--- src/rtl/hex_scan_pkg.sv ---
// ============================================================================
// hex_scan_pkg : shared types and constants for the hex scan controller
// Rev 1.0
// ============================================================================
`default_nettype none

package hex_scan_pkg;

    typedef enum logic {
        S_BLANK = 1'b0,
        S_DRIVE = 1'b1
    } scan_state_t;

    localparam logic [6:0] SEG_BLANK = 7'h7F;

endpackage

`default_nettype wire

--- src/rtl/hex_decoder.sv ---
// ============================================================================
// hex_decoder : 4-bit value to active-low 7-segment pattern, [0]=a .. [6]=g
// Rev 1.0
// ============================================================================
`default_nettype none

module hex_decoder (
    input  logic [3:0] c,
    output logic [6:0] display
);

    always_comb begin
        display = 7'h7F;
        case (c)
            4'h0: display = 7'h40;
            4'h1: display = 7'h79;
            4'h2: display = 7'h24;
            4'h3: display = 7'h30;
            4'h4: display = 7'h19;
            4'h5: display = 7'h12;
            4'h6: display = 7'h02;
            4'h7: display = 7'h78;
            4'h8: display = 7'h00;
            4'h9: display = 7'h10;
            4'hA: display = 7'h08;
            4'hB: display = 7'h03;
            4'hC: display = 7'h46;
            4'hD: display = 7'h21;
            4'hE: display = 7'h06;
            4'hF: display = 7'h0E;
            default: display = 7'h7F;
        endcase
    end

endmodule

`default_nettype wire

--- src/rtl/hex_scan_controller.sv ---
// ============================================================================
// hex_scan_controller : multiplexed 7-segment scanner with tear-free word load
// Rev 1.0
// ============================================================================
`default_nettype none

module hex_scan_controller
    import hex_scan_pkg::*;
#(
    parameter int NUM_DIGITS = 6,
    parameter int DWELL      = 50000,
    parameter int BLANK_CYC  = 500
) (
    input  logic                    clk,
    input  logic                    reset_n,
    input  logic                    load_valid,
    input  logic [4*NUM_DIGITS-1:0] load_data,
    output logic                    load_ready,
    input  logic                    zero_suppress,
    output logic [6:0]              seg,
    output logic [NUM_DIGITS-1:0]   dig_en,
    output logic                    frame_done
);

    localparam int CW = $clog2(DWELL);
    localparam int IW = $clog2(NUM_DIGITS);
    localparam logic [CW-1:0] c_CNT_LAST   = CW'(DWELL - 1);
    localparam logic [CW-1:0] c_BLANK_LAST = CW'(BLANK_CYC - 1);
    localparam logic [CW-1:0] c_CNT_ONE    = CW'(1);
    localparam logic [IW-1:0] c_IDX_LAST   = IW'(NUM_DIGITS - 1);
    localparam logic [IW-1:0] c_IDX_ONE    = IW'(1);

    scan_state_t             r_state;
    scan_state_t             w_state_next;
    logic [CW-1:0]           r_slot_cnt;
    logic [IW-1:0]           r_idx;
    logic [4*NUM_DIGITS-1:0] r_display;
    logic [4*NUM_DIGITS-1:0] r_pending;
    logic                    r_pend_full;
    logic [6:0]              r_seg;
    logic [NUM_DIGITS-1:0]   r_dig_en;

    logic                    w_slot_end;
    logic                    w_accept;
    logic                    w_commit;
    logic [3:0]              w_nibble;
    logic [6:0]              w_dec_seg;
    logic [NUM_DIGITS-1:0]   w_lead_zero;
    logic [NUM_DIGITS-1:0]   w_onehot;
    logic                    w_suppress;
    logic [6:0]              w_seg_next;
    logic [NUM_DIGITS-1:0]   w_en_next;

    assign w_slot_end = (r_slot_cnt == c_CNT_LAST);
    assign frame_done = w_slot_end && (r_idx == c_IDX_LAST);
    assign load_ready = ~r_pend_full;
    assign w_accept   = load_valid && !r_pend_full;
    assign w_commit   = frame_done && r_pend_full;
    assign seg        = r_seg;
    assign dig_en     = r_dig_en;

    // Digit i is a leading zero when it and every more-significant nibble are 0.
    generate
        for (genvar gi = 0; gi < NUM_DIGITS; gi++) begin : g_lead_zero
            assign w_lead_zero[gi] = ~|r_display[4*NUM_DIGITS-1:4*gi];
        end
    endgenerate

    always_comb begin
        w_nibble = 4'h0;
        w_onehot = '0;
        for (int i = 0; i < NUM_DIGITS; i++) begin
            w_onehot[i] = (r_idx == IW'(i));
            if (r_idx == IW'(i)) begin
                w_nibble = r_display[4*i +: 4];
            end
        end
    end

    assign w_suppress = zero_suppress && (r_idx != '0) && w_lead_zero[r_idx];

    hex_decoder u_hex_decoder (
        .c       (w_nibble),
        .display (w_dec_seg)
    );

    always_comb begin
        w_state_next = r_state;
        w_seg_next   = SEG_BLANK;
        w_en_next    = '0;
        case (r_state)
            S_BLANK: begin
                if (r_slot_cnt == c_BLANK_LAST) begin
                    w_state_next = S_DRIVE;
                end
            end
            S_DRIVE: begin
                if (!w_suppress) begin
                    w_seg_next = w_dec_seg;
                    w_en_next  = w_onehot;
                end
                if (w_slot_end) begin
                    w_state_next = S_BLANK;
                end
            end
            default: w_state_next = S_BLANK;
        endcase
    end

    always_ff @(posedge clk or negedge reset_n) begin
        if (!reset_n) begin
            r_state    <= S_BLANK;
            r_slot_cnt <= '0;
            r_idx      <= '0;
            r_seg      <= SEG_BLANK;
            r_dig_en   <= '0;
        end else begin
            r_state  <= w_state_next;
            r_seg    <= w_seg_next;
            r_dig_en <= w_en_next;
            if (w_slot_end) begin
                r_slot_cnt <= '0;
                r_idx      <= (r_idx == c_IDX_LAST) ? '0 : r_idx + c_IDX_ONE;
            end else begin
                r_slot_cnt <= r_slot_cnt + c_CNT_ONE;
            end
        end
    end

    // Accept and commit are exclusive: accept needs an empty pending slot.
    always_ff @(posedge clk or negedge reset_n) begin
        if (!reset_n) begin
            r_display   <= '0;
            r_pending   <= '0;
            r_pend_full <= 1'b0;
        end else if (w_commit) begin
            r_display   <= r_pending;
            r_pend_full <= 1'b0;
        end else if (w_accept) begin
            r_pending   <= load_data;
            r_pend_full <= 1'b1;
        end
    end

endmodule

`default_nettype wire

--- config.mk ---
export PLATFORM = sky130hd
export DESIGN_NAME = hex_scan_controller
export DESIGN_NICKNAME = d
export VERILOG_FILES = /design/src/rtl/hex_scan_pkg.sv /design/src/rtl/hex_decoder.sv /design/src/rtl/hex_scan_controller.sv
export SDC_FILE = /design/constraint.sdc
export NUM_CORES = 1
export LEC_CHECK = 0
export BUFFER_PORTS_ARGS = -buffer_cell sky130_fd_sc_hd__buf_2
export CORE_MARGIN = 3
export CORE_UTILIZATION = 58
export CTS_CLUSTER_SIZE = 40
export DETAILED_ROUTE_END_ITERATION = 10
export PLACE_DENSITY = 0.81
export SYNTH_ARGS = -nofsm -noshare
export SYNTH_HDL_FRONTEND = slang
export SYNTH_SLANG_ARGS = --single-unit
--- constraint.sdc ---
create_clock -name clk -period 3.15 [get_ports clk]
set_input_delay 0.63 -clock clk [delete_from_list [all_inputs] [get_ports clk]]
set_output_delay 0.63 -clock clk [all_outputs]
set_load 0.05 [all_outputs]
Word level (Yosys, flattened, before mapping):

Memories as Yosys holds them, arrays and structs flattened.
Cells that the tools add are included.

* memories kept: 1
* ROM bits: 112
* bits of input ports: 28
* register bits: 82

Memories
* (name not given): words 16, width 7, read ports 1, clocked after memory_dff 0, write ports 0, RTL line hex_decoder.sv:14 `case (c)`

* add/subtract/negate cells: 2
* multiplexer cells: 19
* order comparisons: 1
* bitwise operators: 3
* reductions and logical operators: 22
* equal/unequal tests: 7

Operators with widths (count)
* 4-bit 2-to-1 mux: 6
* 24-bit OR reduction: 1
* 20-bit OR reduction: 1
* 16-bit by 1-bit adder with 16-bit output (second input constant): 1
* 16-bit == test (second input constant): 1
* 16-bit by 9-bit == test with 1-bit output (second input constant): 1
* 16-bit 2-to-1 mux: 1
* 16-bit OR reduction: 1
* 7-bit 2-to-1 mux: 2
* 6-bit 2-to-1 mux: 2
* 12-bit OR reduction: 1
* 8-bit OR reduction: 1
* 1-bit logical NOT: 7
* 3-bit by 2-bit == test with 1-bit output (second input constant): 2
* 3-bit == test (second input constant): 2
* 1-bit logical AND: 5
* 1-bit 2-to-1 mux: 5
* 3-bit by 4-bit less-than comparator with 1-bit output (second input constant): 1
* 4-bit OR reduction: 1
* 3-bit by 1-bit adder with 3-bit output (second input constant): 1
* 1-bit binary-select mux with 3-bit select: 1
* 3-bit by 1-bit == test with 1-bit output (second input constant): 1
* 3-bit logical NOT: 1
* 3-bit 2-to-1 mux: 1
* other kinds (5): 7

Depth between registers and ports, before layout:

Gate-level depths: netlist of run 1.
An unclocked memory read counts as a cell.

* word-level depth: 10
* mapped depth: 13

Cells and area by module:

From an unflattened synthesis of run 1, not the netlist that was laid out.

* cell total of the unflattened synthesis: 305
* area, all modules: 3907.5 um^2

Modules (own cells, without submodules)
* hex_scan_controller: area each 3654.8 um^2, cells an instance 274, times used 1
* hex_decoder: area each 252.7 um^2, cells an instance 31, times used 1

Worst setup path before layout of run 1:

Ideal clock, no wire load.

* path type: register to output
* start: register r_slot_cnt[7]
* end: output port frame_done
* arrival time: 2383 ps
* path slack: 137 ps
* cell stages (with the launch flop): 5
* path buffers: 0
* cell sequence: dfrtp_1 -> nand4b_1 -> or3_1 -> or3_1 -> nor3_1

* word-level cells in the longest chain between the ends: 2

Ends and longest elaborated chain
* start, declared: RTL line hex_scan_controller.sv:35 `logic [CW-1:0] r_slot_cnt;`
* start signal, assigned: RTL line hex_scan_controller.sv:125 `r_slot_cnt <= r_slot_cnt + c_CNT_ONE;`
* 16-bit == test: RTL line hex_scan_controller.sv:54 `assign w_slot_end = (r_slot_cnt == c_CNT_LAST);`
* 1-bit logical AND: RTL line hex_scan_controller.sv:55 `assign frame_done = w_slot_end && (r_idx == c_IDX_LAST);`
* end, declared: RTL line hex_scan_controller.sv:22 `output logic frame_done`

Every way passes these cells.

Worst setup path in the final report of run 1:

Same ends and word-level chain as after synthesis.

==> flow_summary.ini, run 1 <==
[outcome]
outcome = finished, final reports clean

[timing]
relSlewSlack_pct = 35.2
rsz0062_at_grt = no
fin_hold_ws_ns = 0.427
fin_tns_setup_ns = 0
skew_ns = 0.0113
period_share_pct = 92.7
slew_viol_final = 0
final-hold-violation-count = 0
fin_crit_ns = 2.92
finalSetupViolCount = 0
tightest_slew_ns = 0.972
fmax_mhz = 343

[clocking]
htree_levels = 3
post_cts_buffers = 0
tritoncts.num_buffers = 9
holdBufCountCts = 0
cts_tree = built
cts-root-buf = clkbuf_8
clk_latency_ns = 0.36
post_cts_resized = 0
cts_buffer_depth = 2
clkSinkCount = 82
cts.clk_slew.worst_paths_ns = 0.09

[setup_path]
arrival_ns = 2.29
critPathCaptureType = output port
crit_path_frequent_cell = or3_1
required_ns = 2.52
path_buf_inv = 1
r2r_cells = 10
path_cells = nand4b_1, or3_1, or3_1, nor3_1, buf_2
worst_path_max_delay_cell = dfrtp_1
slowest_delay_ns = 0.45
worstReg2RegEnd = seg[3]
cp-start-kind = flip-flop
path_class = flip-flop to output port
cp_top_family = simple AND/OR/NAND/NOR gates
cp_max_fo = 7
timing.rr.start = r_idx[2]
rrSetupSlack_ns = 0.57

[floorplanning]
pin_count = 43
start_util_pct = 60.2
fp.dieW_um = 87.4
rows = 29
core-area_sq_um = 6390
die_height_um = 87.4
die_area_sq_um = 7640

[grt]
grt_pass1_wl_um = 12000
grt_usage_pct = 20.7
first_global_vias = 2522
grt_max_degree = 83
antenna_found_initial = 0
gr-total-overflow = 0

[drt]
drtIter0Drc = 127
viasPerCell = 5.72
wl_per_cell_um = 16.1
drc = 0
drtAntennaViolNets = 0
firstDrtPassIters = 4
vias = 2466
wirelength_um = 6950

[final_layout]
drive_gt1_share_pct = 35.3
final_common_cell = dfrtp_1
n_fill_cell = 471
fin_nets = 385
most-common-layout-cells = 75 x dfrtp_1, 41 x buf_2, 29 x mux2_2
area_delta_synth_final_pct = 12.6
n_antenna_cell = 0

[power]
pwr-share-comb_pct = 2.6
peakVddDrop_uv = 381
power.internal_mw = 1.54
total_power_mw = 1.96
p_leak_nw = 2.12
p_seq_share_pct = 54.8
clock_power_share_pct = 42.6
p_switching_uw = 422
swShare_pct = 21.5
power.density_nw_per_um2 = 454

[logic_synthesis]
synth_edf_count = 0
avgSynthCellArea_sq_um = 12.5
synth_area_leaders = dfrtp_1 49%, mux2_2 8.5%, mux2_4 7.8%
synth_top_area_cell = dfrtp_1
synth.yosys.seq_area_share_pct = 53.6
ys_types = 46
synthFlopType = dfrtp_1
synth_area_sq_um = 3840
synth_cells = 307
async_flop_share_pct = 100
synth_nets = 343
synth-seq-cells = 82
netlist.area_leader.share_pct = 48.8
yosysWarnings = 0

[run]
max-cap-violations = 0

[place]
place_hpwl_um = 4830
place_congestion = 0.927
port_buffers = 42

[hold_path]
holdCritPathClass = input pin to asynchronous set/reset pin
-- area by class of cell --
cell class	count	area [sq um]	share of cell area (%)
Clock inverter	6	90.1	2.08
Timing Repair Buffer	47	250	5.78
Inverter	9	33.8	0.780
Sequential cell	82	2060	47.6
Multi-Input combinational cell	200	1670	38.6
Clock buffer	10	128	2.95
Tap cell	77	96.3	2.23
-- power groups by stage --
| stage | Clock [mW] | Combinational [mW] | Sequential, mW |
|---|---|---|---|
| floorplan | 0 | 0.0154 | 1.09 |
| global placement | 0 | 0.0511 | 1.10 |
| detailed placement | 0 | 0.0532 | 1.10 |
| CTS | 0.857 | 0.0531 | 1.08 |
| global route | 0.904 | 0.0591 | 1.08 |
| finish | 0.836 | 0.0508 | 1.08 |
-- worst max path at each step --
stage	start	endpoint	cells past startpoint
floorplan	r_slot_cnt[7]	frame_done	4
global placement	r_slot_cnt[7]	frame_done	5
detailed placement	r_slot_cnt[7]	frame_done	5
CTS	r_slot_cnt[7]	frame_done	5
global route	r_slot_cnt[7]	frame_done	5
finish	r_slot_cnt[7]	frame_done	5
-- flip-flops by register name, indices dropped and copies added, names as in the netlist --
register,cells
dig_en,6
r_display,24
r_idx,3
r_pend_full,1
r_pending,24
r_slot_cnt,16
r_state,1
seg,7
-- routing by layer --
layer	wire (um)	track usage (%)	share of wire, %
met5	0	0	0
met4	146	9.76	2.1
met3	387	5.58	5.6
met2	3230	30.4	46
met1	3190	28.5	46
-- logic make-up after synthesis --
logic type                 Yosys count  synth area share (%)
and+or+nand+nor                     85                  12.6
DFF                                 82                  53.6
muxes                               63                  19.9
AOI/OAI and AO/OA                   29                  4.82
buffers and inverters               25                  3.03
xor gates and xnor gates            15                  3.42
adders and majority gates            8                  2.60
-- synthesized netlist by cell type (5+ instances only) --
| cell type | number |
|---|---|
| mux2_2 | 29 |
| a21oi_1 | 9 |
| dfrtp_1 | 75 |
| nor2_1 | 18 |
| nand3_1 | 10 |
| inv_1 | 9 |
| clkbuf_1 | 8 |
| o21ai_0 | 7 |
| nand2_1 | 12 |
| xnor2_1 | 9 |
| xor2_1 | 6 |
| mux2_4 | 20 |
| ha_1 | 8 |
| and3_1 | 6 |
| mux2i_1 | 14 |
| nand2b_1 | 5 |
| nor4_1 | 5 |
| dfstp_2 | 7 |
| buf_2 | 6 |
-- stage by stage --
stage	instance area, sq um	instances	worst slack (ns)	utilization [%]
floorplan	3840	307	0.137	-
global placement	4110	415	0.673	64.4
detailed placement	4110	415	0.639	64.4
CTS	4330	431	0.212	67.8
global route	4330	431	0.125	67.8
finish	4330	431	0.231	67.8
-- worst register-to-register path: stages, from the launching register on --
cell,delay (ns)
dfrtp_1,0.48
inv_1,0.17
ha_1,0.34
nor2b_1,0.17
a21oi_1,0.05
o21ai_1,0.48
inv_1,0.13
ha_1,0.27
mux2i_1,0.16
mux2i_1,0.09
nand2b_1,0.14
Power figures use the tool's default switching activity.
==> run 2: changes to the inputs <==
Settings changed: BUFFER_PORTS_ARGS -buffer_cell sky130_fd_sc_hd__buf_2 to default, DONT_BUFFER_PORTS from default to 1, PLACE_DENSITY 0.81 to 0.76.
==> run 2 against run 1 <==
  * Worst hold slack got worse by 0.31 ns
  * Clock-buffer cell count is 2 higher
  * Highest routed layer unchanged
  * Critical endpoint unchanged
  * Critical path type unchanged
  * Global-route usage fell by 1.2 points
  * Design area decreased by 3.8%
==> flow_summary.ini, run 2 (same netlist as run 1, synthesis figures left out) <==
[outcome]
outcome = finished, final reports clean

[timing]
slew_viol_final = 0
relSlewSlack_pct = 48.7
finalSetupViolCount = 0
period_share_pct = 87.6
tightest_slew_ns = 0.765
skew_ns = 0.0104
rsz0062_at_grt = no
final-hold-violation-count = 0
fmax_mhz = 362
fin_crit_ns = 2.76
fin_tns_setup_ns = 0

[setup_path]
cp_max_fo = 7
path_cells = nand4b_1, or3_1, or3_1, nor3_2, buf_4
rrSetupSlack_ns = 0.60
crit_path_frequent_cell = or3_1
required_ns = 2.52
slowest_delay_ns = 0.45
worst_path_max_delay_cell = dfrtp_1
cp-start-kind = flip-flop
arrival_ns = 2.13
path_class = flip-flop to output port
r2r_cells = 10
critPathCaptureType = output port

[power]
clock_power_share_pct = 42.5
p_seq_share_pct = 55.5
p_leak_nw = 1.97
pwr-share-comb_pct = 2.0
power.internal_mw = 1.55
power.density_nw_per_um2 = 465
swShare_pct = 19.9
peakVddDrop_uv = 412
p_switching_uw = 385

[grt]
grt_util_met3_pct = 5.30
busiest_layer = met1
grt_usage_pct = 19.5
antenna_found_initial = 0
use_met1_pct = 28.0
grt_pass1_wl_um = 11500
grt_max_degree = 76
first_global_vias = 2328
use_met2_pct = 27.5
gr-total-overflow = 0

[run]
max-cap-violations = 0

[hold_path]
holdCritPathClass = input pin to asynchronous set/reset pin

[final_layout]
most-common-layout-cells = 75 x dfrtp_1, 29 x mux2_2, 20 x mux2_4
n_antenna_cell = 0
n_fill_cell = 458
area_delta_synth_final_pct = 8.36
drive_gt1_share_pct = 27.3
final_common_cell = dfrtp_1
fin_nets = 346
reg_top3 = r_display x24, r_pending x24, r_slot_cnt x16
stdcell_count = 392

[clocking]
clkSinkCount = 82
cts_buffer_depth = 2
htree_levels = 3
clk_latency_ns = 0.34
tritoncts.num_buffers = 9
post_cts_buffers = 0
cts-root-buf = clkbuf_8
cts.clk_slew.worst_paths_ns = 0.08
post_cts_resized = 0
cts_tree = built
holdBufCountCts = 1

[floorplanning]
pin_count = 43
core-area_sq_um = 6390
start_util_pct = 60.2
fp.dieW_um = 87.4
die_area_sq_um = 7640
die_height_um = 87.4
rows = 29

[place]
place_hpwl_um = 4640
place_congestion = 0.863
port_buffers = 0
dp_cells = 375

[drt]
drtIter0Drc = 200
drc = 0
wl_per_cell_um = 17.0
vias = 2303
drtAntennaViolNets = 0
wirelength_um = 6660
viasPerCell = 5.88
firstDrtPassIters = 7
run 2: cell types whose count changed in the layout (fill, tap and decap cells not counted), sizes merged:
cell and delta:
inv -1, clkinv -2, clkbuf +2, clkinvlp +1, buf -39
run 2: per-stage QoR:
| step | utilization (%) | hold slack [ns] | total power, mW | instance area, sq um | setup slack, ns |
|---|---|---|---|---|---|
| floorplan | - | 0.334 | 1.11 | 3840 | 0.137 |
| global placement | 61.4 | 0.338 | 1.11 | 3920 | 0.767 |
| detailed placement | 61.4 | 0.338 | 1.11 | 3920 | 0.610 |
| CTS | 65.2 | 0.0988 | 1.96 | 4170 | 0.374 |
| global route | 65.2 | 0.0963 | 2.02 | 4170 | 0.264 |
| finish | 65.2 | 0.120 | 1.94 | 4170 | 0.390 |
run 2: final timing paths:
| check | endpoint | startpoint |
|---|---|---|
| setup / recovery | frame_done | r_slot_cnt[7] |
| max in group asynchronous | r_display[12] | reset_n |
| min in group clk | r_pending[8] | load_data[8] |
| hold reg to reg | r_slot_cnt[11] | r_slot_cnt[11] |
| hold / removal | seg[4] | reset_n |
| setup reg to reg | seg[3] | r_idx[2] |
run 2: final cells by class:
class                           count  area, sq um  area share [%]
Inverter                            9         33.8           0.811
Clock buffer                       12          145            3.48
Clock inverter                      4         75.1            1.80
Timing Repair Buffer                8         80.1            1.92
Sequential cell                    82         2060            49.5
Tap cell                           77         96.3            2.31
Multi-Input combinational cell    200         1680            40.2
run 2: routing by layer:
layer / routed length (um) / vias to the layer above
li1: - / 1094
met1: 3210 / 1141
met2: 3020 / 56
met3: 310 / 12
met4: 119 / 0
met5: 0 / -
run 2: power groups by stage:
stage | sequential [mW] | combinational (mW) | clock (mW)
finish | 1.08 | 0.0379 | 0.824
global route | 1.08 | 0.0437 | 0.894
CTS | 1.08 | 0.0399 | 0.847
detailed placement | 1.10 | 0.0173 | 0
global placement | 1.10 | 0.0160 | 0
floorplan | 1.09 | 0.0154 | 0
run 2: worst max-delay path: cells and delay by family (launching register included):
family                 cells  cell delay [ns]
and+or+nand+nor            4             1.09
buffers and inverters      1             0.24
DFF                        1             0.45
